### config.mk
export PLATFORM = sky130hd
export DESIGN_NAME = bcd_accumulator
export DESIGN_NICKNAME = d
export VERILOG_FILES = /design/src/rtl/bcd_pkg.sv /design/src/rtl/bcd_digit_add.sv /design/src/rtl/bcd_accumulator.sv
export SDC_FILE = /design/constraint.sdc
export NUM_CORES = 1
export LEC_CHECK = 0
export ABC_CLOCK_PERIOD_IN_PS = 6700
export BUFFER_PORTS_ARGS = -buffer_cell sky130_fd_sc_hd__clkbuf_2
export CAP_MARGIN = 30
export CORE_MARGIN = 5
export CORE_UTILIZATION = 53
export CTS_CLUSTER_DIAMETER = 100
export DETAILED_ROUTE_END_ITERATION = 10
export HOLD_SLACK_MARGIN = 0.02
export PLACE_DENSITY = 0.78
export SLEW_MARGIN = 20
export SYNTH_ARGS = -nofsm -noshare
export SYNTH_HDL_FRONTEND = slang
export SYNTH_SLANG_ARGS = --single-unit
### constraint.sdc
create_clock -name Clock -period 6.7 [get_ports Clock]
set_input_delay 0.335 -clock Clock [delete_from_list [all_inputs] [get_ports Clock]]
set_output_delay 0.335 -clock Clock [all_outputs]
set_load 0.02 [all_outputs]
### src/rtl/bcd_pkg.sv
// Shared types and constants for the BCD accumulator: FSM states, digit limits
// and active-low seven-segment encodings (bit0 = a ... bit6 = g).
package bcd_pkg;

  localparam int unsigned DEFAULT_DIGITS = 3;
  localparam logic [3:0]  BCD_MAX        = 4'd9;

  localparam logic [6:0] SEG_0   = 7'b1000000;
  localparam logic [6:0] SEG_1   = 7'b1111001;
  localparam logic [6:0] SEG_2   = 7'b0100100;
  localparam logic [6:0] SEG_3   = 7'b0110000;
  localparam logic [6:0] SEG_4   = 7'b0011001;
  localparam logic [6:0] SEG_5   = 7'b0010010;
  localparam logic [6:0] SEG_6   = 7'b0000010;
  localparam logic [6:0] SEG_7   = 7'b1111000;
  localparam logic [6:0] SEG_8   = 7'b0000000;
  localparam logic [6:0] SEG_9   = 7'b0010000;
  localparam logic [6:0] SEG_OFF = 7'b1111111;

  typedef enum logic [1:0] {
    S_IDLE   = 2'd0,
    S_ADD    = 2'd1,
    S_COMMIT = 2'd2
  } state_t;

  // Non-BCD codes blank the digit; they never reach the committed total.
  function automatic logic [6:0] seg_decode(input logic [3:0] d);
    case (d)
      4'd0:    seg_decode = SEG_0;
      4'd1:    seg_decode = SEG_1;
      4'd2:    seg_decode = SEG_2;
      4'd3:    seg_decode = SEG_3;
      4'd4:    seg_decode = SEG_4;
      4'd5:    seg_decode = SEG_5;
      4'd6:    seg_decode = SEG_6;
      4'd7:    seg_decode = SEG_7;
      4'd8:    seg_decode = SEG_8;
      4'd9:    seg_decode = SEG_9;
      default: seg_decode = SEG_OFF;
    endcase
  endfunction

endpackage

### src/rtl/bcd_digit_add.sv
// One-digit BCD adder with carry in/out; reused serially across the accumulator digits.
module bcd_digit_add
  import bcd_pkg::*;
(
  input  logic [3:0] a,
  input  logic [3:0] b,
  input  logic       cin,
  output logic [3:0] s,
  output logic       cout
);

  logic [4:0] raw;

  always_comb begin
    raw  = 5'(a) + 5'(b) + 5'(cin);
    s    = raw[3:0];
    cout = 1'b0;
    if (raw > {1'b0, BCD_MAX}) begin
      s    = 4'(raw + 5'd6);
      cout = 1'b1;
    end
  end

endmodule

### src/rtl/bcd_accumulator.sv
// Running BCD total: each Add key press adds a single BCD digit using a
// digit-serial add, then commits the result and drives seven-segment outputs.
module bcd_accumulator
  import bcd_pkg::*;
#(
  parameter int unsigned DIGITS = DEFAULT_DIGITS
) (
  input  logic                  Clock,
  input  logic                  Reset,
  input  logic                  Add,
  input  logic [3:0]            Din,
  output logic                  Busy,
  output logic                  Err,
  output logic                  Ovf,
  output logic [4*DIGITS-1:0]   Total,
  output logic [7*DIGITS-1:0]   HEX
);

  localparam int unsigned IW = (DIGITS > 1) ? $clog2(DIGITS) : 1;

  state_t                  state;
  logic                    add_q;
  logic [3:0]              operand;
  logic [DIGITS-1:0][3:0]  work;
  logic                    carry;
  logic [IW-1:0]           idx;

  logic                    start;
  logic [3:0]              addend;
  logic [3:0]              sum;
  logic                    cout;

  assign start  = Add & ~add_q;
  assign addend = (idx == '0) ? operand : 4'd0;

  bcd_digit_add u_digit_add (
    .a    (work[idx]),
    .b    (addend),
    .cin  (carry),
    .s    (sum),
    .cout (cout)
  );

  // add_q resets high so a key held through reset release is not a press.
  always_ff @(posedge Clock) begin
    if (Reset) begin
      state   <= S_IDLE;
      add_q   <= 1'b1;
      operand <= 4'd0;
      work    <= '0;
      carry   <= 1'b0;
      idx     <= '0;
      Total   <= '0;
      Busy    <= 1'b0;
      Err     <= 1'b0;
      Ovf     <= 1'b0;
    end else begin
      add_q <= Add;
      case (state)
        S_IDLE: begin
          if (start) begin
            if (Din > BCD_MAX) begin
              Err <= 1'b1;
            end else begin
              operand <= Din;
              work    <= Total;
              carry   <= 1'b0;
              idx     <= '0;
              Busy    <= 1'b1;
              state   <= S_ADD;
            end
          end
        end
        S_ADD: begin
          work[idx] <= sum;
          carry     <= cout;
          if (idx == IW'(DIGITS - 1)) begin
            state <= S_COMMIT;
          end else begin
            idx <= idx + IW'(1);
          end
        end
        S_COMMIT: begin
          Total <= work;
          if (carry) Ovf <= 1'b1;
          Busy  <= 1'b0;
          state <= S_IDLE;
        end
        default: begin
          state <= S_IDLE;
          Busy  <= 1'b0;
        end
      endcase
    end
  end

  for (genvar i = 0; i < DIGITS; i++) begin : g_seg
    assign HEX[7*i +: 7] = seg_decode(Total[4*i +: 4]);
  end

endmodule

* Yosys cells after proc, flatten, opt, wreduce, memory -nomap -nowiden
Memories as Yosys holds them, arrays and structs flattened. A register that Yosys moved wholly into a read port is not among the register bits.
Cells that the tools add are included.
** Word-level totals
- Register bits after elaboration :: 37
- Bits in latches :: 0
- Memory bits (writable) :: 0
- Bits in read-only memories :: 336
- Input port bits :: 7
- Output and inout port bits :: 36
- Word-level logic and storage cells :: 76
- Memories :: 3
** Memories
- (no name shown) :: depth 16, bits a word 7, rd ports 1, clocked after Yosys merged registers in 1, write ports 0, RTL line bcd_pkg.sv:28 : case (d)
- (no name shown) :: depth 16, bits a word 7, rd ports 1, clocked after Yosys merged registers in 1, write ports 0, RTL line bcd_pkg.sv:28
- (no name shown) :: depth 16, bits a word 7, rd ports 1, clocked after Yosys merged registers in 1, write ports 0, RTL line bcd_pkg.sv:28
** Cells by class
- Add/sub/neg operators :: 4
- Multiply operators :: 0
- Divide/modulo/power cells :: 0
- Magnitude comparators :: 4
- Eq/ne operators :: 7
- Shift operators :: 0
- Muxes and demuxes :: 31
- Bitwise operators :: 4
- Reductions and logical operators :: 11
** Operators with widths (count)
- $mux 4 :: 10
- $mux 12 :: 2
- $pmux 12 s2 :: 1
- $reduce_and 3->1 :: 5
- $bwmux 12 :: 1
- $mux 2 :: 6
- $bmux 4 s2 :: 1
- $demux 4 s2 :: 1
- $ne 2x2->1 const B :: 4
- $pmux 2 s2 :: 2
- $add 4x4->5 :: 1
- $add 5x1->5 :: 1
- $gt 5x4->1 const B :: 1
- $mux 1 :: 5
- $add 4x3->4 const B :: 1
- $eq 2x2->1 const B :: 2
- $gt 4x4->1 const B :: 1
- $logic_not 2->1 :: 2
- $pmux 1 s2 :: 2
- $reduce_and 4->1 :: 1
- $lt 2x3->1 const B :: 1
- $not 1->1 :: 3
- $add 2x1->2 const B :: 1
- $eq 2x1->1 const B :: 1
- other kinds (5) :: 5

* Depth between registers and ports, before layout
Gate-level depths: netlist of the first run.
- Depth in word-level cells :: 8
- Depth in mapped cells :: 13
- Depth with buffers taken out :: 12

* Modules after synthesis
Synthesis of the first run repeated with hierarchy kept, for this count alone.
** Unflattened totals
- Cells, all modules :: 326
- Area, all modules :: 3070.4 µm²
** By module, submodules not included
- bcd_accumulator :: instances 1, cells each 304, area an instance 2859.0 µm², seq. area each 1161.1 µm²
- bcd_digit_add :: instances 1, cells each 22, area an instance 211.5 µm², seq. area each 0.0 µm²

* Worst setup path after synthesis of the first run
OpenSTA, ideal clock, no wires.
- Path type :: flip-flop to flip-flop
- Start point :: register idx[0]
- End point :: register work[10] in the netlist's numbering
- Setup time :: 91 ps
- Arrival :: 2926 ps
- Data required time :: 6609 ps
- Path slack :: 3683 ps
- Cell stages (with the launch flop) :: 14
- Path buffers :: 1
- Period minus slack after synthesis :: 3017 ps
- Cell sequence :: dfxtp_1 -> clkbuf_1 -> inv_1 -> ha_1 -> nand2_1 -> fa_1 -> inv_1 -> fa_1 -> xnor2_1 -> ha_1 -> a22oi_1 -> and3_1 -> o22ai_1 -> a311oi_1
** On the way
- Cells in the longest elaborated chain, start to end :: 8
- Elaborated cells between the ends (all ways) :: 16
- Classes of those cells :: add/sub (3); order compare (3); mux (8); reduce/logical (2)
** Ends and longest elaborated chain
- from (decl) :: RTL line bcd_accumulator.sv:26 : logic [IW-1:0] idx;
- from (signal assigned) :: RTL line bcd_accumulator.sv:80 : idx <= idx + IW'(1);
- $bmux 4 s2 or $logic_not 2->1 (tied branches) :: RTL line bcd_accumulator.sv:37, bcd_accumulator.sv:34
- $mux 4 (on tied branches) :: RTL line bcd_accumulator.sv:37, bcd_accumulator.sv:34
- $add 4x4->5 :: RTL line bcd_digit_add.sv:15 : raw = 5'(a) + 5'(b) + 5'(cin);
- $add 5x1->5 :: RTL line bcd_digit_add.sv:15
- $add 4x3->4 or $gt 5x4->1 (tied branches) :: RTL line bcd_digit_add.sv:19, bcd_digit_add.sv:18
- $mux 4 :: RTL line bcd_digit_add.sv:18 : if (raw > {1'b0, BCD_MAX}) begin
- $bwmux 12 (*) :: RTL line bcd_accumulator.sv:75 : work[idx] <= sum;
- $pmux 12 s2 (*) :: RTL line bcd_accumulator.sv:59 : case (state)
- to (signal assigned) :: RTL line bcd_accumulator.sv:66 : work <= Total;
- to (signal, indexed assignment) :: RTL line bcd_accumulator.sv:75
- to (decl) :: RTL line bcd_accumulator.sv:24 : logic [DIGITS-1:0][3:0] work;
Mark *: on every way between the ends. The rest lies on a longest branch, timed or not. The select of a mux whose other input is x is not followed.
A chain may end at the register's enable or synchronous reset.

* Worst setup path in the final report of the first run
Same ends and word-level chain as after synthesis.

==> impl_metrics.env, run 1 <==
export IMPL_status="finished, final reports clean"
export IMPL_min_to="operand[0]$_SDFFE_PP0P_"
export IMPL_cts_root_buf="clkbuf_8"
export IMPL_required_ns=6.93
export IMPL_synthesis_nets=361
export IMPL_ys_flop_type="dfxtp_1"
export IMPL_hold_path_startpoint="Din[0]"
export IMPL_clkSlewWorstSetupHoldPaths_ns=0.07
export IMPL_dr_total_vias=2456
export IMPL_die_height_um=85.52
export IMPL_syn_inst=330
export IMPL_ys_seq_elements=58
export IMPL_ff2ff_path_depth=12
export IMPL_ant_nets=0
export IMPL_routed_wirelength_um=7005
export IMPL_grt_pass1_vias=2472
export IMPL_htree_levels=3
export IMPL_leakage_uw=0.001686
export IMPL_grt_overflow_total=0
export IMPL_p_total_uw=762.5
export IMPL_async_reset_ff_share_pct=0
export IMPL_met3_usage_pct=6.724
export IMPL_arrival_ns=3.53
export IMPL_setup_viol=0
export IMPL_maxCapViolations=0
export IMPL_hpwl_um=4969
export IMPL_synth_top_area_share_pct=38.41
export IMPL_cts_hold_repair_buffers=0
export IMPL_syn_cell_area_um2=3023
export IMPL_r2r_setup_slack_ns=3.40
export IMPL_yosysWarnings=0
export IMPL_maxSlewHeadroom_pct=33.79
export IMPL_fin_crit_ns=3.304
export IMPL_vias_per_cell=5.557
export IMPL_avgRoutedWirePerCell_um=15.85
export IMPL_syn_area_per_cell_um2=9.160
export IMPL_row_count=27
export IMPL_final_setup_skew_ns=0.007169
export IMPL_cts_tree="yes"
export IMPL_gp_congestion=0.9602
export IMPL_power_density_nw_per_um2=222.5
export IMPL_hold_viol=0
export IMPL_die_w_um=85.52
export IMPL_cts_resized=0
export IMPL_grt_pass1_wl_um=11990
export IMPL_clock_sinks=58
export IMPL_clock_fmax_ghz=0.3027
export IMPL_num_io_pins=43
export IMPL_setup_tns_ns=0
export IMPL_met1_usage_pct=25.73
export IMPL_hold_class="primary input to flip-flop"
export IMPL_ys_top_cells_by_count="58 x dfxtp_1, 33 x a21oi_1, 31 x nor2_1, 25 x mux2i_1"
export IMPL_path_max_fanout=10
export IMPL_r2r_start="idx[0]$_SDFFE_PP0P_"
export IMPL_busiest_layer="met2"
export IMPL_clock_path_buffers=2
export IMPL_cts_made_buffers=9
export IMPL_fin_util_pct=61.86
export IMPL_post_route_drc_count=0
export IMPL_use_met2_pct=33.69
export IMPL_path_class="flip-flop to flip-flop"
export IMPL_die_area_um2=7314
export IMPL_synth_area_top_cells="dfxtp_1 38%, ha_1 9.1%, mux2i_1 8.3%"
export IMPL_critPathLaunchType="flip-flop"
export IMPL_holdPathStages=3
export IMPL_fin_area_um2=3427
export IMPL_fin_nets=396
export IMPL_grt_setup_unrepaired="false"
export IMPL_grt_usage_pct=20.65
export IMPL_insertion_delay_ns=0.34
export IMPL_synth_cell_types=53
export IMPL_drive_gt1_share_pct=20.81
export IMPL_post_route_period_util_pct=49.31
export IMPL_antenna_found_initial=0
export IMPL_synth_area_leader_cell="dfxtp_1"
export IMPL_yosysMostFrequentCell="dfxtp_1"
export IMPL_ys_seq_area_share_pct=38.41
export IMPL_initial_utilization_pct=54.56
export IMPL_diodes=0
export IMPL_critPathCaptureType="flip-flop"
export IMPL_worstMarginPinSlew_ns=0.9931
export IMPL_dpl_cell_area_um2=3208
export IMPL_io_buffers=42
export IMPL_cts_setup_buffers=0
export IMPL_synth_edf_count=0
export IMPL_ir_worst_vdd_uv=191.3
export IMPL_area_delta_synth_final_pct=13.37
export IMPL_worst_r2r_endpoint="work[10]$_SDFFE_PP0P_"
export IMPL_core_area_um2=5540
export IMPL_maxSlewViolCount=0
export IMPL_drt_pass1_iterations=4
export IMPL_drt_iter0_markers=166
export IMPL_grt_max_degree=41
==> per-layer routing <==
metal | vias up | part of all wire (%)
met4 | 0 | 1.5
li1 | 1221 | -
met3 | 11 | 6.7
met2 | 71 | 48
met5 | - | 0
met1 | 1153 | 44
==> per-stage QoR <==
stage	worst slack (ns)	hold slack (ns)	instances
2_1_floorplan	3.683	0.4317	330
3_3_place_gp	3.605	0.4564	426
3_5_place_dp	3.455	0.4562	426
4_1_cts	3.456	0.2066	442
5_1_grt	3.074	0.2430	442
6_report	3.396	0.2131	442
==> critical path: stages (launching register included) <==
cell	delay [ns]
dfxtp_1	0.57
inv_1	0.17
ha_1	0.31
nand2_1	0.12
fa_1	0.19
inv_1	0.05
fa_1	0.55
inv_1	0.09
ha_1	0.20
a22oi_1	0.25
and3_1	0.28
o22ai_1	0.11
a311oi_1	0.30
==> where the power goes <==
| group | total, uW | internal, uW | switching [uW] |
|---|---|---|---|
| combinational | 48.0 | 18.0 | 30.0 |
| sequential | 354 | 349 | 4.97 |
| clock | 360 | 218 | 142 |
| total | 763 | 586 | 177 |
==> kinds of logic after synthesis <==
group	after synthesis	synth area share [%]
XOR/XNOR	2	0.5796
flip-flops	58	38.41
AO/OA/AOI/OAI	81	17.43
AND/OR/NAND/NOR	96	16.80
buffers and inverters	43	7.326
adder cells (fa/ha/maj)	24	10.43
multiplexers	26	9.023
==> registers in the layout, summed over array words and instances, names as in the netlist <==
register / cells
idx: 2
carry: 1
work: 12
operand: 4
Err: 1
Busy: 1
HEX: 21
Ovf: 1
state: 2
Total: 12
add_q: 1
==> cell usage in the layout, fill, tap and decap left out, drive strengths merged, types with 2 or more instances in the layout <==
master    n
dfxtp    58
o22ai     8
or3       2
a22oi     5
o21ai     7
inv      23
o211ai    2
and2      4
fa        2
nand2    19
a31oi     5
ha       22
nor3      9
a2bb2oi   4
nor2     33
and3      3
bufinv    2
a21oi    33
clkbuf   53
nand3b    2
mux2i    26
or2       9
o221a     4
clkinv    4
nand3     6
nand2b    5
xnor2     2
a21o      3
==> how the worst max path moves through the flow <==
stage                              startpoint                    end  slack [ns]  depth (start not counted)
after floorplan           idx[0]$_SDFFE_PP0P_  work[10]$_SDFFE_PP0P_        3.68                         13
after global placement    idx[0]$_SDFFE_PP0P_   work[1]$_SDFFE_PP0P_        3.60                         12
after detailed placement  idx[0]$_SDFFE_PP0P_  work[10]$_SDFFE_PP0P_        3.45                         12
after CTS                 idx[0]$_SDFFE_PP0P_  work[10]$_SDFFE_PP0P_        3.46                         12
after global routing      idx[0]$_SDFFE_PP0P_  work[10]$_SDFFE_PP0P_        3.07                         12
final                     idx[0]$_SDFFE_PP0P_  work[10]$_SDFFE_PP0P_        3.40                         12
==> area by class of cell <==
class	instances	area, um2
Multi-Input combinational cell	229	1640
Fill cell	521	2113
Clock buffer	11	141.4
Inverter	25	106.4
Sequential cell	58	1161
Tap cell	72	90.09
Timing Repair Buffer	42	210.2
Clock inverter	5	77.57
No activity file was read; power rests on OpenSTA's default activity.
==> inputs of run 2 (changes only) <==
--- a/config.mk
+++ b/config.mk
@@ -5,7 +5,8 @@
 export SDC_FILE = /design/constraint.sdc
 export NUM_CORES = 1
 export LEC_CHECK = 0
-export ABC_CLOCK_PERIOD_IN_PS = 6700
+export ABC_AREA = 1
+export ABC_CLOCK_PERIOD_IN_PS = 3200
 export BUFFER_PORTS_ARGS = -buffer_cell sky130_fd_sc_hd__clkbuf_2
 export CAP_MARGIN = 30
 export CORE_MARGIN = 5
==> constraint.sdc (replaced) <==
create_clock -name Clock -period 3.2 [get_ports Clock]
set_input_delay 0.16 -clock Clock [delete_from_list [all_inputs] [get_ports Clock]]
set_output_delay 0.16 -clock Clock [all_outputs]
set_load 0.02 [all_outputs]
==> run 2 against run 1 <==
Compared with the run above:
- largest power group unchanged
- area after synthesis decreased by 1.9%
- maximum frequency increased by 14%
- critical endpoint is now work[11]$_SDFFE_PP0P_
- sequential share of layout area decreased by 0.21 points
- global-route usage decreased by 1.3 points
- design area increased by 0.95%
- sequential power increased by 110%
- via count increased by 3.7%
- cell count increased by 13%
==> impl_metrics.env, run 2 <==
export IMPL_clkSlewWorstSetupHoldPaths_ns=0.07
export IMPL_ff2ff_path_depth=15
export IMPL_synth_top_area_share_pct=39.16
export IMPL_drt_iter0_markers=201
export IMPL_cp_slowest_cell="fa_1"
export IMPL_switching_power_uw=367.1
export IMPL_hold_viol=0
export IMPL_drt_pass1_iterations=4
export IMPL_layout_setup_ws_ns=0.2897
export IMPL_p_int_uw=1251
export IMPL_dr_total_vias=2547
export IMPL_cts_tree="yes"
export IMPL_clock_sinks=58
export IMPL_dp_cells=486
export IMPL_leakage_uw=0.001803
export IMPL_die_w_um=84.80
export IMPL_cts_root_buf="clkbuf_8"
export IMPL_arrival_ns=3.17
export IMPL_ys_seq_elements=58
export IMPL_power_density_nw_per_um2=467.6
export IMPL_grt_pass1_vias=2488
export IMPL_hpwl_um=4870
export IMPL_avgRoutedWirePerCell_um=13.07
export IMPL_path_class="flip-flop to flip-flop"
export IMPL_grt_max_degree=19
export IMPL_fill_cells=483
export IMPL_final_cell_mix="59 x nand2_1, 57 x dfxtp_1, 49 x inv_1"
export IMPL_r2r_setup_slack_ns=0.29
export IMPL_critPathCaptureType="flip-flop"
export IMPL_synth_edf_count=0
export IMPL_swShare_pct=22.69
export IMPL_synthesis_nets=410
export IMPL_final_setup_skew_ns=0.01056
export IMPL_ir_worst_vdd_uv=268.9
export IMPL_initial_utilization_pct=54.18
export IMPL_area_delta_synth_final_pct=16.67
export IMPL_insertion_delay_ns=0.34
export IMPL_cp_depth=15
export IMPL_syn_inst=379
export IMPL_num_io_pins=43
export IMPL_syn_area_per_cell_um2=7.824
export IMPL_syn_cell_area_um2=2965
export IMPL_synth_cell_types=34
export IMPL_die_height_um=84.80
export IMPL_worstMarginPinSlew_ns=0.5244
export IMPL_ant_nets=0
export IMPL_grt_usage_pct=19.38
export IMPL_finalNonFillerCells=501
export IMPL_critPathLaunchType="flip-flop"
export IMPL_setup_viol=0
export IMPL_grt_overflow_total=0
export IMPL_synth_area_top_cells="dfxtp_1 39%, ha_1 9.3%, nand2_1 7.7%"
export IMPL_cts_hold_repair_buffers=0
export IMPL_clock_fmax_ghz=0.3436
export IMPL_row_count=27
export IMPL_clock_path_buffers=2
export IMPL_layout_commonest_cell="nand2_1"
export IMPL_fin_nets=456
export IMPL_maxSlewViolCount=0
export IMPL_htree_levels=3
export IMPL_path_buf_inv=3
export IMPL_yosysWarnings=0
export IMPL_path_cells="inv_2, ha_4, nand2_1, fa_1, inv_1, fa_1, inv_1, ha_1, nand2_1, a21boi_0, nand2_1, nand2_1, nand2_1, nand3_1, a21oi_1"
export IMPL_p_total_uw=1618
export IMPL_ys_seq_area_share_pct=39.16
export IMPL_crit_top_cell="nand2_1"
export IMPL_die_area_um2=7191
export IMPL_antenna_found_initial=0
export IMPL_synth_area_leader_cell="dfxtp_1"
export IMPL_routed_wirelength_um=6549
export IMPL_post_route_drc_count=0
export IMPL_io_buffers=42
export IMPL_drive_gt1_share_pct=23.78
export IMPL_place_ws_ns=0.1440
export IMPL_pwr_share_seq_pct=46.0
export IMPL_maxCapViolations=0
export IMPL_critical_path_top_delay_family="adder cells"
export IMPL_slowest_delay_ns=0.48
export IMPL_comb_power_share_pct=7.5
export IMPL_ys_flop_type="dfxtp_1"
export IMPL_maxSlewHeadroom_pct=64.89
export IMPL_fin_crit_ns=2.910
export IMPL_ys_top_cells_by_count="61 x nand2_1, 58 x dfxtp_1, 51 x inv_1, 36 x nor2_1, 33 x o21ai_0"
export IMPL_async_reset_ff_share_pct=0
export IMPL_gp_congestion=0.9297
export IMPL_multi_input_comb_area_um2=1541
export IMPL_required_ns=3.46
export IMPL_cts_made_buffers=9
export IMPL_hold_class="primary input to flip-flop"
export IMPL_vias_per_cell=5.084
export IMPL_largest_register_ffs=21
export IMPL_diodes=0
export IMPL_p_clk_share_pct=46.6
export IMPL_core_area_um2=5473
export IMPL_holdPathStages=3
export IMPL_path_max_fanout=8
export IMPL_fin_area_um2=3460
export IMPL_ff_latch_area_um2=1165
export IMPL_yosysMostFrequentCell="nand2_1"
export IMPL_dpl_cell_area_um2=3212
export IMPL_post_route_period_util_pct=90.95
export IMPL_status="finished, final reports clean"
export IMPL_grt_pass1_wl_um=11220
[run 2: changes by cell type after synthesis, moves of 6 or more]
| cell | change |
|---|---|
| nand2_1 | +42 |
| inv_1 | +29 |
| o21ai_0 | +27 |
| mux2i_1 | -25 |
| nand3_1 | +16 |
| o21ai_2 | +11 |
| inv_2 | +7 |
| nor3_1 | -7 |
| o22ai_1 | -7 |
| buf_2 | -6 |
| nand2_4 | +6 |
[run 2: timing repair]
| item | CTS | global route |
|---|---|---|
| gates resized for setup | 0 | 10 |
| setup buffers | 0 | 0 |
| endpoints found under the setup margin | 0 | 10 |
[run 2: path summary, 6_finish.rpt]
kind	from	end
worst max-delay path	idx[0]$_SDFFE_PP0P_	work[11]$_SDFFE_PP0P_
worst min-delay path	Add	add_q$_SDFF_PP1_
worst max register to register	idx[0]$_SDFFE_PP0P_	work[11]$_SDFFE_PP0P_
worst min register to register	Ovf$_SDFFE_PP0P_	Ovf$_SDFFE_PP0P_
[run 2: cell type report]
type                       instances  area share [%]
tap                               72           2.604
inverter                          59           6.546
clock buffer                      13           4.593
sequential                        58           33.67
clock inverter                     2           1.736
timing repair buffer              43           6.293
multi-input combinational        254           44.56
[run 2: routing by layer]
metal	track usage, %	vias up	part of all wire (%)
met5	0	-	0
met4	10.79	0	2.8
met3	4.416	18	4.7
met2	30.96	68	47
met1	24.02	1145	45
li1	-	1316	-
[run 2: kinds of logic after synthesis]
family / share of synthesized area, %
and+or+nand+nor: 22.45
AOI/OAI and AO/OA: 18.06
buffers and inverters: 9.704
DFF: 39.16
adders and majority gates: 10.63
[run 2: metrics by stage]
step,hold WS [ns],TNS (ns),utilization [%]
finish,0.03910,0,63.21
global route,0.05008,-0.03523,63.21
CTS,0.03004,0,62.69
detailed placement,0.3805,0,58.69
global placement,0.3773,0,58.69
floorplan,0.2752,0,-
[run 2: worst register-to-register path, cell delays in order, from the launching register on]
cell and delay, ns:
dfxtp_4 0.37, inv_2 0.13, ha_4 0.18, nand2_1 0.09
fa_1 0.40, inv_1 0.12, fa_1 0.48, inv_1 0.10
ha_1 0.19, nand2_1 0.05, a21boi_0 0.12, nand2_1 0.11
nand2_1 0.12, nand2_1 0.16, nand3_1 0.08, a21oi_1 0.12
[run 2: power by group through the flow]
stage	Clock [uW]	Combinational, uW	Sequential [uW]
after global placement	0	115	759
after global routing	803	139	744
final	753	121	743
after CTS	761	118	743
after detailed placement	0	117	758
after floorplan	0	85.7	757
